File: src/rtl/gbc_snd_frame_seq.sv
// gbc_snd_frame_seq: APU frame sequencer turning DIV tap falls into length/sweep/envelope strobes,
// with NR52 power gating, power-on first-event skip and ce/2, ce/4 enables.
module gbc_snd_frame_seq #(
   parameter bit SKIP_QUIRK = 1'b1
) (
   input  logic       clk,
   input  logic       reset,
   input  logic       ce,
   input  logic       double_speed,
   input  logic [7:0] div_reg,
   input  logic       snd_enable,
   output logic       en_512,
   output logic       len_tick,
   output logic       sweep_tick,
   output logic       env_tick,
   output logic [2:0] step,
   output logic       len_next_skip,
   output logic       en_snd2,
   output logic       en_snd4
);
   logic       tap_q, tap_d, ds_q, ds_d, pwr_q, pwr_d, skip_q, skip_d;
   logic [2:0] step_q, step_d;
   logic [1:0] phase_q, phase_d;
   logic [3:0] strb_q, strb_d;
   logic       tap, fall, pwr_on, proc, off;
   logic       unused_div;
   assign unused_div = ^{div_reg[7:6], div_reg[3:0]};
   always_comb begin
      tap     = double_speed ? div_reg[5] : div_reg[4];
      fall    = ce & tap_q & ~tap & (ds_q == double_speed);
      off     = ce & ~snd_enable;
      pwr_on  = ce & snd_enable & ~pwr_q;
      // a fall coinciding with power-on is swallowed because pwr_q is still 0
      proc    = fall & snd_enable & pwr_q & ~skip_q;
      tap_d   = ce ? tap : tap_q;
      ds_d    = ce ? double_speed : ds_q;
      pwr_d   = ce ? snd_enable : pwr_q;
      phase_d = phase_q + {1'b0, ce};
      step_d  = off ? 3'd0 : proc ? step_q + 3'd1 : step_q;
      skip_d  = off ? 1'b0 : pwr_on ? (SKIP_QUIRK & tap) : (fall & skip_q) ? 1'b0 : skip_q;
      strb_d  = {proc, proc & ~step_q[0], proc & (step_q[1:0] == 2'd2), proc & (step_q == 3'd7)};
   end
   always_ff @(posedge clk) begin
      if (reset) begin
         tap_q   <= 1'b0;
         ds_q    <= 1'b0;
         pwr_q   <= 1'b0;
         skip_q  <= 1'b0;
         step_q  <= 3'd0;
         phase_q <= 2'd0;
         strb_q  <= 4'd0;
      end else begin
         tap_q   <= tap_d;
         ds_q    <= ds_d;
         pwr_q   <= pwr_d;
         skip_q  <= skip_d;
         step_q  <= step_d;
         phase_q <= phase_d;
         strb_q  <= strb_d;
      end
   end
   assign {en_512, len_tick, sweep_tick, env_tick} = strb_q;
   assign step          = step_q;
   assign len_next_skip = step_q[0];
   assign en_snd2       = ce & phase_q[0];
   assign en_snd4       = ce & (&phase_q);
endmodule

File: config.mk
export PLATFORM = sky130hd
export DESIGN_NAME = gbc_snd_frame_seq
export DESIGN_NICKNAME = d
export VERILOG_FILES = /design/src/rtl/gbc_snd_frame_seq.sv
export SDC_FILE = /design/constraint.sdc
export NUM_CORES = 1
export LEC_CHECK = 0
export ABC_CLOCK_PERIOD_IN_PS = 2100
export CAP_MARGIN = 20
export CORE_UTILIZATION = 40
export CTS_BUF_LIST = sky130_fd_sc_hd__clkbuf_8
export DETAILED_ROUTE_END_ITERATION = 8
export GPL_TIMING_DRIVEN = 1
export MAX_ROUTING_LAYER = met4
export PLACE_DENSITY = 0.84
export SETUP_SLACK_MARGIN = 0.3
export SKIP_LAST_GASP = 1
export SLEW_MARGIN = 25
export SYNTH_ARGS = -nofsm -noshare
export SYNTH_HDL_FRONTEND = slang
export SYNTH_SLANG_ARGS = --single-unit
File: constraint.sdc
create_clock -name clk -period 2.1 [get_ports clk]
set_input_delay 0.42 -clock clk [delete_from_list [all_inputs] [get_ports clk]]
set_output_delay 0.42 -clock clk [all_outputs]
set_load 0.02 [all_outputs]
==> impl_summary.log <==
INFO  metric run_status = complete, no violations
INFO  metric portBuffers = 16
INFO  metric start_util = a little under half
INFO  metric nFillCells = between 100 and 150
INFO  metric cpMaxStageDelayCell = clkdlybuf4s50_1
INFO  metric initialDrtViolationCount = 3
INFO  metric postSynthRegisterBits = 13
INFO  metric pin_count = 23
INFO  metric number_of_distinct_library_cell_variants_in_the_gate_level_netlist_after_synthesis = 24
INFO  metric worst_hold_slack = 0.482 ns
INFO  metric layout.cells.most_common_list = dfxtp_1 (13), clkdlybuf4s50_1 (10), buf_4 (6)
INFO  metric drive_gt1_share = roughly a fifth
INFO  metric critPathLaunchType = primary input
INFO  metric synthesis.nets = 74
INFO  metric worst_path_buffer_plus_inverter_count = 3
INFO  metric synth_cells = 57
INFO  metric detailed_place_hpwl = 849 um
INFO  metric rows = 13
INFO  metric cts_tree = built
INFO  metric post_drt_via_cell_ratio = 5.08
INFO  metric hold_violations = 0
INFO  metric dieHeight = 41.3 um
INFO  metric cp_cell_sequence = clkdlybuf4s50_1 > buf_4 > nand2_1 > a2111oi_4 > buf_4 > mux2i_1
INFO  metric tightestPinTransition = about 0.46 ns
INFO  metric clkSinkCount = 13
INFO  metric synth_largest_type_area_fraction = 42.2%
INFO  metric r2r_start = ds_q
INFO  metric cts_root_buf = clkbuf_8
INFO  metric timing.critical_path.max_delay_family = buffers and inverters
INFO  metric maximum_net_fanout_on_the_critical_path = 8
INFO  metric clock_tree.buffer_depth = 2
INFO  metric instances_no_fill = 95
INFO  metric timing.critical_path.from = ce
INFO  metric flow.area_growth_from_synthesis = 41.4%
INFO  metric layout_setup_ws = roughly 0.37 ns
INFO  metric grt_usage = about 16%
INFO  metric power_leakage = ~0.4 nW
INFO  metric p_per_area = around 630 nW/um^2
INFO  metric hp-start = tap_q
INFO  metric syn-mean-instance-area = 10.8 sq um
INFO  metric place_worst_setup_slack = -0.0362 ns
INFO  metric drt_pass_1_iters = 4
INFO  metric clk_transition_reported_paths = 0.06 ns
INFO  metric timing.critical_path.slowest_cell_delay = 0.50 ns
INFO  metric finalCritPeriodShare = 82.2%
INFO  metric grt_max_degree = 14
INFO  metric num-nets-final = 98
INFO  metric htreeDepth = 1
INFO  metric reg2regPathDepth = 4
INFO  metric antenna_left = 0
INFO  metric average_wire_per_standard_cell = 12.2 um
INFO  metric antennaDiodeCount = 0
INFO  metric die_width = around 41 um
INFO  metric grt_remaining_overflow = 0
INFO  metric netlist_top_cells_area = dfxtp_1 (42%), ha_1 (8.1%), mux2i_1 (8.1%), nand3b_1 (6.1%), a2111oi_4 (4.5%)
INFO  metric fin_total_pwr = 0.546 mW
INFO  metric timing.clock.skew = 0.00379 ns
INFO  metric hold_path_end = tap_q
INFO  metric maxCapViolCount = 0
INFO  metric core_area = between 1000 and 1500 sq um
INFO  metric netlist.top_cell.by_area = dfxtp_1
INFO  metric hp-class = flip-flop to flip-flop
INFO  metric worst_r2r_setup_slack = 0.56 ns
INFO  metric num_vias = about 480
INFO  metric global_route_wire_length_before_repair = ~1700 um
INFO  metric worst_ep_arrival_time = 1.91 ns
INFO  metric worst-setup-path-type = primary input to flip-flop
INFO  metric finish.instance_area = 872 sq um
INFO  metric maxSlewViolCount = 0
INFO  metric dieArea = around 1700 sq um
INFO  metric setup.worst_path.end_class = flip-flop
INFO  metric synth-seq-area-share = 42.2%
INFO  metric fmax = 579 MHz
INFO  metric initial_antenna_violation_count = 0
INFO  metric cts-hold-fix-buffers = 0
INFO  metric fin_setup_tns = 0 ns
INFO  metric synthesis.yosys.warnings = 0
INFO  metric cpMostUsedCell = buf_4
INFO  metric rel_slew_slack = 69.2%
INFO  metric routed_wirelength = 1160 um
INFO  metric rr_endpoint = step[0]
INFO  metric fin_util = 63.8%
INFO  metric grt_pass1_vias = 386
INFO  metric dp.cells = 90
INFO  metric most_common_cell_after_layout_fill_and_taps_aside = dfxtp_1
INFO  metric grt_setup_unrepaired = no
INFO  metric placedInstanceArea = 818 sq um
INFO  metric critPathRequiredTime = 2.28 ns
INFO  metric cts_inserted_buffers = 3
INFO  metric whs_path_depth = 2
INFO  metric remaining_drc_errors = 0
INFO  metric routabilityCongestion = approximately 0.7
INFO  metric clock_latency = 0.25 ns
INFO  metric cp_num_cells = 6
INFO  metric synth.cell_area = 617 sq um
INFO  metric finalWorstPathRequiredPeriod = 1.73 ns
INFO  metric vdd_drop_max = ~0.40 mV
INFO  metric setup_violations = 0
-- state kept, by name (all words and copies together) (netlist names) --
register,cells
step,3
phase_q,2
strb_q,4
pwr_q,1
tap_q,1
ds_q,1
skip_q,1
-- synth_stat cells, drive strengths merged --
| library cell | n |
|---|---|
| and3 | 1 |
| ha | 4 |
| mux2i | 5 |
| and3b | 2 |
| nand2 | 2 |
| a21oi | 1 |
| clkbuf | 2 |
| nor4b | 1 |
| nor2b | 3 |
| or4 | 1 |
| nand3b | 5 |
| buf | 1 |
| or3 | 4 |
| a2111oi | 1 |
| o21ai | 1 |
| nand2b | 1 |
| nor3 | 1 |
| nor2 | 4 |
| nand4b | 1 |
| a211oi | 1 |
| inv | 1 |
| dfxtp | 13 |
| xnor2 | 1 |
-- cells by family (layout without fill, tap and decap cells) --
logic type	after synthesis	count (layout)	share of synthesized area, %
and+or+nand+nor	26	26	29.8
DFF	13	13	42.2
muxes	5	5	8.11
adders and majority gates	4	4	8.11
AOI/OAI and AO/OA	4	4	7.30
buffers and inverters	4	27	3.04
xor gates and xnor gates	1	1	1.42
-- power by group --
part           total, mW  switching [mW]  internal, mW
clock              0.228          0.0964         0.131
combinational     0.0584          0.0273        0.0310
sequential         0.260         0.00528         0.255
total              0.546           0.129         0.417
-- area by class of cell --
cell class,count,area [sq um],share of cell area (%)
Clock buffer,3,41.3,4.73
Clock inverter,1,5.00,0.574
Inverter,1,3.75,0.430
Multi-Input combinational cell,40,338,38.7
Sequential cell,13,260,29.8
Tap cell,15,18.8,2.15
Timing Repair Buffer,22,205,23.5
-- routing by layer --
layer	vias up	GRT usage, %	part of all wire [%]
li1	247	-	-
met4	0	4.84	0
met5	-	-	0
met2	12	23.8	48
met3	0	6.52	3.4
met1	224	20.1	48
-- worst register-to-register path: stages, from the launching register on --
cell and delay [ns]:
dfxtp_1 0.32, or3_4 0.41, a2111oi_4 0.37, buf_4 0.21
mux2i_1 0.17
-- worst max-delay path by stage --
| stage | to |
|---|---|
| 2_1_floorplan | strb_q[2] |
| 3_3_place_gp | en_snd2 |
| 3_5_place_dp | en_snd2 |
| 4_1_cts | step[0] |
| 5_1_grt | step[1] |
| 6_report | step[0] |
-- what timing repair did --
| item | in CTS | in global routing |
|---|---|---|
| resized for setup | 6 | 6 |
| pin swaps | 1 | 2 |
| endpoints found under the setup margin | 5 | 7 |
| gates cloned | 0 | 0 |
| setup buffers | 0 | 1 |
(Power assumes the default switching activity.)
